## src/rtl/mux_rr_arbiter.sv

```systemverilog
// rtl/mux_rr_arbiter.sv - round-robin arbiter with bounded hold that owns a 2:1 mux select
//
// Purpose: two requesters share one 2:1 data mux. A three-state FSM
// (IDLE, G0, G1) grants the mux round-robin. The current owner keeps the mux
// for at most MAX_HOLD consecutive cycles while the other side is waiting.
//
// Ports:
//   clk        in   clock, rising edge
//   rst        in   synchronous active-high reset
//   req0/req1  in   requests from requester 0/1
//   i0/i1      in   WIDTH-bit data from requester 0/1
//   gnt0/gnt1  out  grants, decoded straight from the state register
//   s          out  mux select (1 = i1), decoded from the state register
//   out        out  selected data, 0 when idle
//   out_valid  out  gnt0 | gnt1

module mux_rr_arbiter #(
    parameter int WIDTH    = 8,
    parameter int MAX_HOLD = 4
) (
    input  logic             clk,
    input  logic             rst,
    input  logic             req0,
    input  logic             req1,
    input  logic [WIDTH-1:0] i0,
    input  logic [WIDTH-1:0] i1,
    output logic             gnt0,
    output logic             gnt1,
    output logic             s,
    output logic [WIDTH-1:0] out,
    output logic             out_valid
);

    localparam int CW = (MAX_HOLD > 1) ? $clog2(MAX_HOLD) : 1;
    localparam logic [CW-1:0] HOLD_MAX = CW'(MAX_HOLD - 1);

    typedef enum logic [1:0] {
        IDLE = 2'd0,
        G0   = 2'd1,
        G1   = 2'd2
    } state_t;

    state_t          state;
    state_t          state_nx;
    logic [CW-1:0]   hold_cnt;
    logic [CW-1:0]   hold_cnt_nx;
    logic            last;
    logic            last_nx;

    always_ff @(posedge clk) begin
        if (rst) begin
            state    <= IDLE;
            hold_cnt <= '0;
            last     <= 1'b1;   // requester 0 wins the first tie
        end else begin
            state    <= state_nx;
            hold_cnt <= hold_cnt_nx;
            last     <= last_nx;
        end
    end

    always_comb begin
        state_nx = state;
        case (state)
            IDLE: begin
                if (req0 && !req1)      state_nx = G0;
                else if (req1 && !req0) state_nx = G1;
                else if (req0 && req1)  state_nx = last ? G0 : G1;
                else                    state_nx = IDLE;
            end
            G0: begin
                if (!req0)                          state_nx = req1 ? G1 : IDLE;
                else if (req1 && hold_cnt == HOLD_MAX) state_nx = G1;
                else                                state_nx = G0;
            end
            G1: begin
                if (!req1)                          state_nx = req0 ? G0 : IDLE;
                else if (req0 && hold_cnt == HOLD_MAX) state_nx = G0;
                else                                state_nx = G1;
            end
            default: state_nx = IDLE;
        endcase
    end

    // Counter restarts on every new owner (including a direct switch) and
    // saturates so an uncontested owner can hold the mux indefinitely.
    always_comb begin
        hold_cnt_nx = hold_cnt;
        last_nx     = last;
        if (state_nx != state) begin
            hold_cnt_nx = '0;
            if (state_nx == G0) last_nx = 1'b0;
            if (state_nx == G1) last_nx = 1'b1;
        end else if (state != IDLE && hold_cnt != HOLD_MAX) begin
            hold_cnt_nx = hold_cnt + 1'b1;
        end
    end

    assign gnt0      = (state == G0);
    assign gnt1      = (state == G1);
    assign s         = (state == G1);
    assign out_valid = gnt0 | gnt1;
    assign out       = (state == IDLE) ? '0 : (s ? i1 : i0);

endmodule
```

## config.mk

```make
export PLATFORM = sky130hd
export DESIGN_NAME = mux_rr_arbiter
export DESIGN_NICKNAME = d
export VERILOG_FILES = /design/src/rtl/mux_rr_arbiter.sv
export SDC_FILE = /design/constraint.sdc
export NUM_CORES = 1
export LEC_CHECK = 0
export ABC_AREA = 1
export CAP_MARGIN = 0
export CORE_MARGIN = 4
export CORE_UTILIZATION = 32
export CTS_CLUSTER_DIAMETER = 100
export CTS_CLUSTER_SIZE = 20
export DETAILED_ROUTE_END_ITERATION = 8
export PLACE_DENSITY = 0.74
export SLEW_MARGIN = 20
export SYNTH_ARGS = -nofsm -noshare
export SYNTH_HDL_FRONTEND = slang
export SYNTH_SLANG_ARGS = --single-unit
```

## constraint.sdc

```tcl
create_clock -name clk -period 1.4 [get_ports clk]
set_input_delay 0.28 -clock clk [delete_from_list [all_inputs] [get_ports clk]]
set_output_delay 0.28 -clock clk [all_outputs]
set_load 0.005 [all_outputs]
```

== Word level (Yosys, flattened, before mapping) ==
Index checks and enable logic that the tools add are counted.
Word-level totals
  register bits after elaboration: 5
  input bits: 20
  output and inout bits: 12
  word-level logic and storage cells: 40
Operators by class
  add/sub/neg operators: 1
  eq/ne operators: 7
  mux-type cells: 15
  bitwise operators: 1
  reductions and logical operators: 13
Operator list (number)
  2-to-1 mux 2 bit: 9
  2-to-1 mux 8 bit: 2
  == test 2 bit, second input constant: 3
  logical AND 1 bit: 6
  one-hot mux 2 bit (3 select lines): 1
  == test 2 x 1 -> 1 bit, second input constant: 2
  nonzero test 2 bit: 2
  2-to-1 mux 1 bit: 3
  adder 2 x 1 -> 2 bit, second input constant: 1
  zero test 1 bit: 2
  zero test 2 bit: 1
  inequality test 2 bit: 1
  inequality test 2 bit, second input constant: 1
  AND reduction 2 bit: 1
  OR reduction 2 bit: 1
  OR 1 bit: 1

== Logic depth before layout (Yosys ltp) ==
  depth after elaboration: 8
  depth in mapped cells: 12
  depth with buffers taken out: 12

== Worst setup path before layout ==
OpenSTA, ideal clock, no wires.
  path type: reg-to-reg
  from: register state[0]
  to: register last
  arrival time: 1513 ps
  required time: 1282 ps
  setup slack: -231 ps
  stages on the path, launching flop included: 12
  period minus slack after synthesis: 1631 ps
  cells stage by stage: dfxtp_1 inv_1 ha_1 buf_2 nand2_1 nand3_2 nand2_2 ha_1 inv_1 nand2_1 nand2_1 nand3_2
Between the ends
  longest elaborated chain between the ends: 5
RTL lines
  start, declared: line 43  | state_t state;
  start signal, assigned: line 56  | state <= state_nx;
  == test 2 bit (*)
  via gnt1: line 28  | output logic gnt1,
  one-hot mux 2 bit (3 select lines) (*): line 64  | case (state)
  == test 2 x 1 -> 1 bit / == test 2 bit (equally long branches): line 92, 93
  nonzero test 2 bit (no line)
  AND reduction 2 bit (no line)
  end signal, assigned: line 58  | last <= last_nx;
  end, declared: line 47  | logic last;
Mark *: on every way through the listed nets, which the timed path passes. The rest lies on a longest branch.
A chain may end at the register's enable or synchronous reset.

== Worst setup path after layout ==
  from: input req1
  to: register last
Between the ends
  longest elaborated chain between the ends: 8
RTL lines
  start, declared: line 24  | input logic req1,
  logical AND 1 bit: line 68  | else if (req0 && req1) state_nx = last ? G0 : G1;
  2-to-1 mux 2 bit: line 68
  2-to-1 mux 2 bit: line 67  | else if (req1 && !req0) state_nx = G1;
  2-to-1 mux 2 bit: line 66  | if (req0 && !req1) state_nx = G0;
  one-hot mux 2 bit (3 select lines) (*): line 64
  == test 2 x 1 -> 1 bit / == test 2 bit (equally long branches): line 92, 93
  nonzero test 2 bit (no line)
  AND reduction 2 bit (no line)
Mark *: on every way between the ends. The rest lies on a longest branch, timed or not.

==> results_dict.tcl <==
set metrics [dict create \
    hp-class "flop to flop" \
    synthArstFlopShare_pct 0 \
    dr.pass1.iters 4 \
    yosysMostFrequentCell "nand2_1" \
    max_freq_ghz 0.628 \
    setup_slack_ps -194 \
    clock_path_buffers 2 \
    start_util_pct 34.2 \
    start_kind "input port" \
    fin_nets 165 \
    ys_types 15 \
    maxCapViolCount 0 \
    gr-total-overflow 0 \
    routed_wl_um 2120 \
    std_cell_rows 14 \
    hold_start "hold_cnt[1]" \
    port-buffer-count 31 \
    cts_tree "yes" \
    outcome "finished with violations" \
    avgViaCountPerCell 4.79 \
    die_w_um 48.3 \
    antenna_found_initial 0 \
    synth_edf_count 0 \
    rr_worst_depth 12 \
    static-leakage-power_nw 0.538 \
    clk_pin_slew_ps 50 \
    ys_ff_latch 5 \
    synth_area_leader_cell "nand2_1" \
    synth_fp_nets 110 \
    vias 737 \
    rr_endpoint "last" \
    path_common_cell "nand2_1" \
    cp_data_arrival_time_ps 1730 \
    crit_path_max_incr_delay_ps 470 \
    synthTopCellsByArea "nand2_1 (21%), dfxtp_1 (19%), ha_1 (14%)" \
    required_ps 1530 \
    htree_num_levels 1 \
    clock_skew_ps 9.78 \
    power.total_mw 1.31 \
    die_y_um 48.3 \
    crit_buf_inv 3 \
    clock_latency_ps 240 \
    ys_top_cells_by_count "nand2_1 (29), inv_1 (9), a21oi_1 (8), nand2_2 (7), ha_1 (6)" \
    hold_depth 2 \
    synth_area_um2 520 \
    powerDensity_mw_per_mm2 1120 \
    fin_crit_sh_pct 114 \
    reg2reg_from "state[1]" \
    syn_to_final_growth_pct 126 \
    slew_headroom_pct 89.2 \
    vdd_drop_max_uv 868 \
    rsz0062_at_grt "yes" \
    gp_congestion 0.736 \
    dp_slack_ps -447 \
    finalHoldViolations 0 \
    path_max_fanout 3 \
    worstMarginPinSlew_ps 161 \
    cp_cell_sequence "clkdlybuf4s50_1 > inv_1 > nand2_1 > nand2_1 > nand2_2 > nand3_2 > nand2_4 > ha_4 > inv_2 > nand2_1 > nand2_1 > nand3_2" \
    dp_hpwl_um 1360 \
    globalRouteTotalUtil_pct 17.4 \
    seq_area_frac_synth_pct 19.2 \
    core-area_mm2 0.00152 \
    ioPinCount 32 \
    worstSetupPathType "input port to flop" \
    synth_area_per_cell_um2 6.20 \
    drive_gt1_share_pct 57.2 \
    die_area_mm2 0.00234 \
    grt_pass1_vias 731 \
    grt_pass1_wl_um 3320 \
    synth_warnings 0 \
    cts_root_buf "clkbuf_4" \
    fin_crit_ps 1590 \
    holdPathEnd "hold_cnt[1]" \
    antenna_cells 0 \
    setup-violations-final 14 \
    r2r_slack_ps -160 \
    grt_max_degree 9 \
    cp_slowest_cell "clkdlybuf4s50_1" \
    drc_errors 0 \
    wl_per_cell_um 13.8 \
    end_kind "flop" \
    synthCells 84 \
    crit_family "simple AND/OR/NAND/NOR gates" \
    slew_violations 0 \
    violations "setup timing" \
    drt-initial-drc-count 5 \
    clock-sinks 5 \
    yosysTopAreaCellShare_pct 20.9 \
    synthFlopType "dfxtp_1" \
    cts_made_buffers 3 \
    ant_nets 0 \
]
flip-flops by register name, indices dropped and copies added, names as in the netlist:
register,cells
hold_cnt,2
last,1
state,2
report_power, final:
part	leakage [nW]	internal (mW)	switching (mW)
Clock	0.0150	0.108	0.0598
Sequential	0.0433	0.178	0.0306
Combinational	0.479	0.483	0.454
Total	0.538	0.769	0.544
final cells by class:
type | instances | area, um^2
multi-input cells | 67 | 520
clock buffers | 4 | 26.3
fillers | 116 | 349
repair buffers | 53 | 455
flip-flops and latches | 5 | 110
well taps | 16 | 20.0
inverters | 9 | 42.5
repair_timing:
item / in CTS / in global routing
endpoints found under the setup margin: 15 / 16
resized for setup: 64 / 15
buffers inserted: 4 / 4
hold buffers: 0 / 0
pin swaps: 18 / 13
gates cloned: 1 / 0
per-layer routing:
metal  wire (um)  share of wire [%]  track usage (%)  vias up
met5           0                  0                0        -
met4           0                  0             2.76        0
met3         163                7.7             7.36        0
met2        1080                 51             29.1       35
met1         878                 41             20.8      330
li1            -                  -                -      372
tightest hold or removal path, stage by stage (launching register included):
cell,delay (ps)
dfxtp_2,330
o21ai_1,100
a21oi_2,60
how the worst max path moves through the flow:
| stage | start | to | slack, ps | cells past startpoint |
|---|---|---|---|---|
| finish | req1 | last | -190 | 12 |
| detailed placement | req0 | last | -450 | 10 |
| global route | state[1] | last | -280 | 12 |
| floorplan | state[0] | last | -20 | 11 |
| global placement | req0 | last | -370 | 10 |
| CTS | state[0] | out[6] | -160 | 6 |
metrics by stage:
step / cell area (um^2) / setup TNS [ps] / instances / hold WS [ps] / util [%]
6_report: 1170 / -1860 / 154 / 520 / 77.1
5_1_grt: 1170 / -3030 / 154 / 551 / 77.1
4_1_cts: 1090 / -1610 / 150 / 520 / 71.6
3_5_place_dp: 1010 / -4030 / 142 / 482 / 66.5
3_3_place_gp: 1010 / -3600 / 142 / 471 / 66.5
2_1_floorplan: 602 / -18.3 / 84 / 343 / -
placed cells by master, fill, tap and decap left out, types with 2 or more instances in the layout:
| cell | n |
|---|---|
| a21oi_1 | 4 |
| a21oi_2 | 5 |
| buf_2 | 9 |
| buf_4 | 15 |
| buf_6 | 7 |
| clkbuf_4 | 3 |
| clkdlybuf4s50_1 | 18 |
| dfxtp_2 | 2 |
| dfxtp_4 | 2 |
| dlygate4sd2_1 | 2 |
| ha_4 | 5 |
| inv_1 | 4 |
| inv_2 | 2 |
| inv_4 | 2 |
| nand2_1 | 21 |
| nand2_2 | 12 |
| nand2_4 | 3 |
| nand3_1 | 2 |
| nand3_2 | 5 |
| nor2_1 | 3 |
kinds of logic (layout without fill, tap and decap cells):
| group | Yosys count | after routing | share of synthesized area [%] |
|---|---|---|---|
| AO/OA/AOI/OAI | 11 | 11 | 11.3 |
| AND/OR/NAND/NOR | 49 | 49 | 43.5 |
| adder cells (fa/ha/maj) | 6 | 6 | 14.4 |
| flip-flops | 5 | 5 | 19.2 |
| buffers and inverters | 12 | 66 | 9.86 |
| XOR/XNOR | 1 | 1 | 1.68 |
Power figures use the tool's default switching activity.
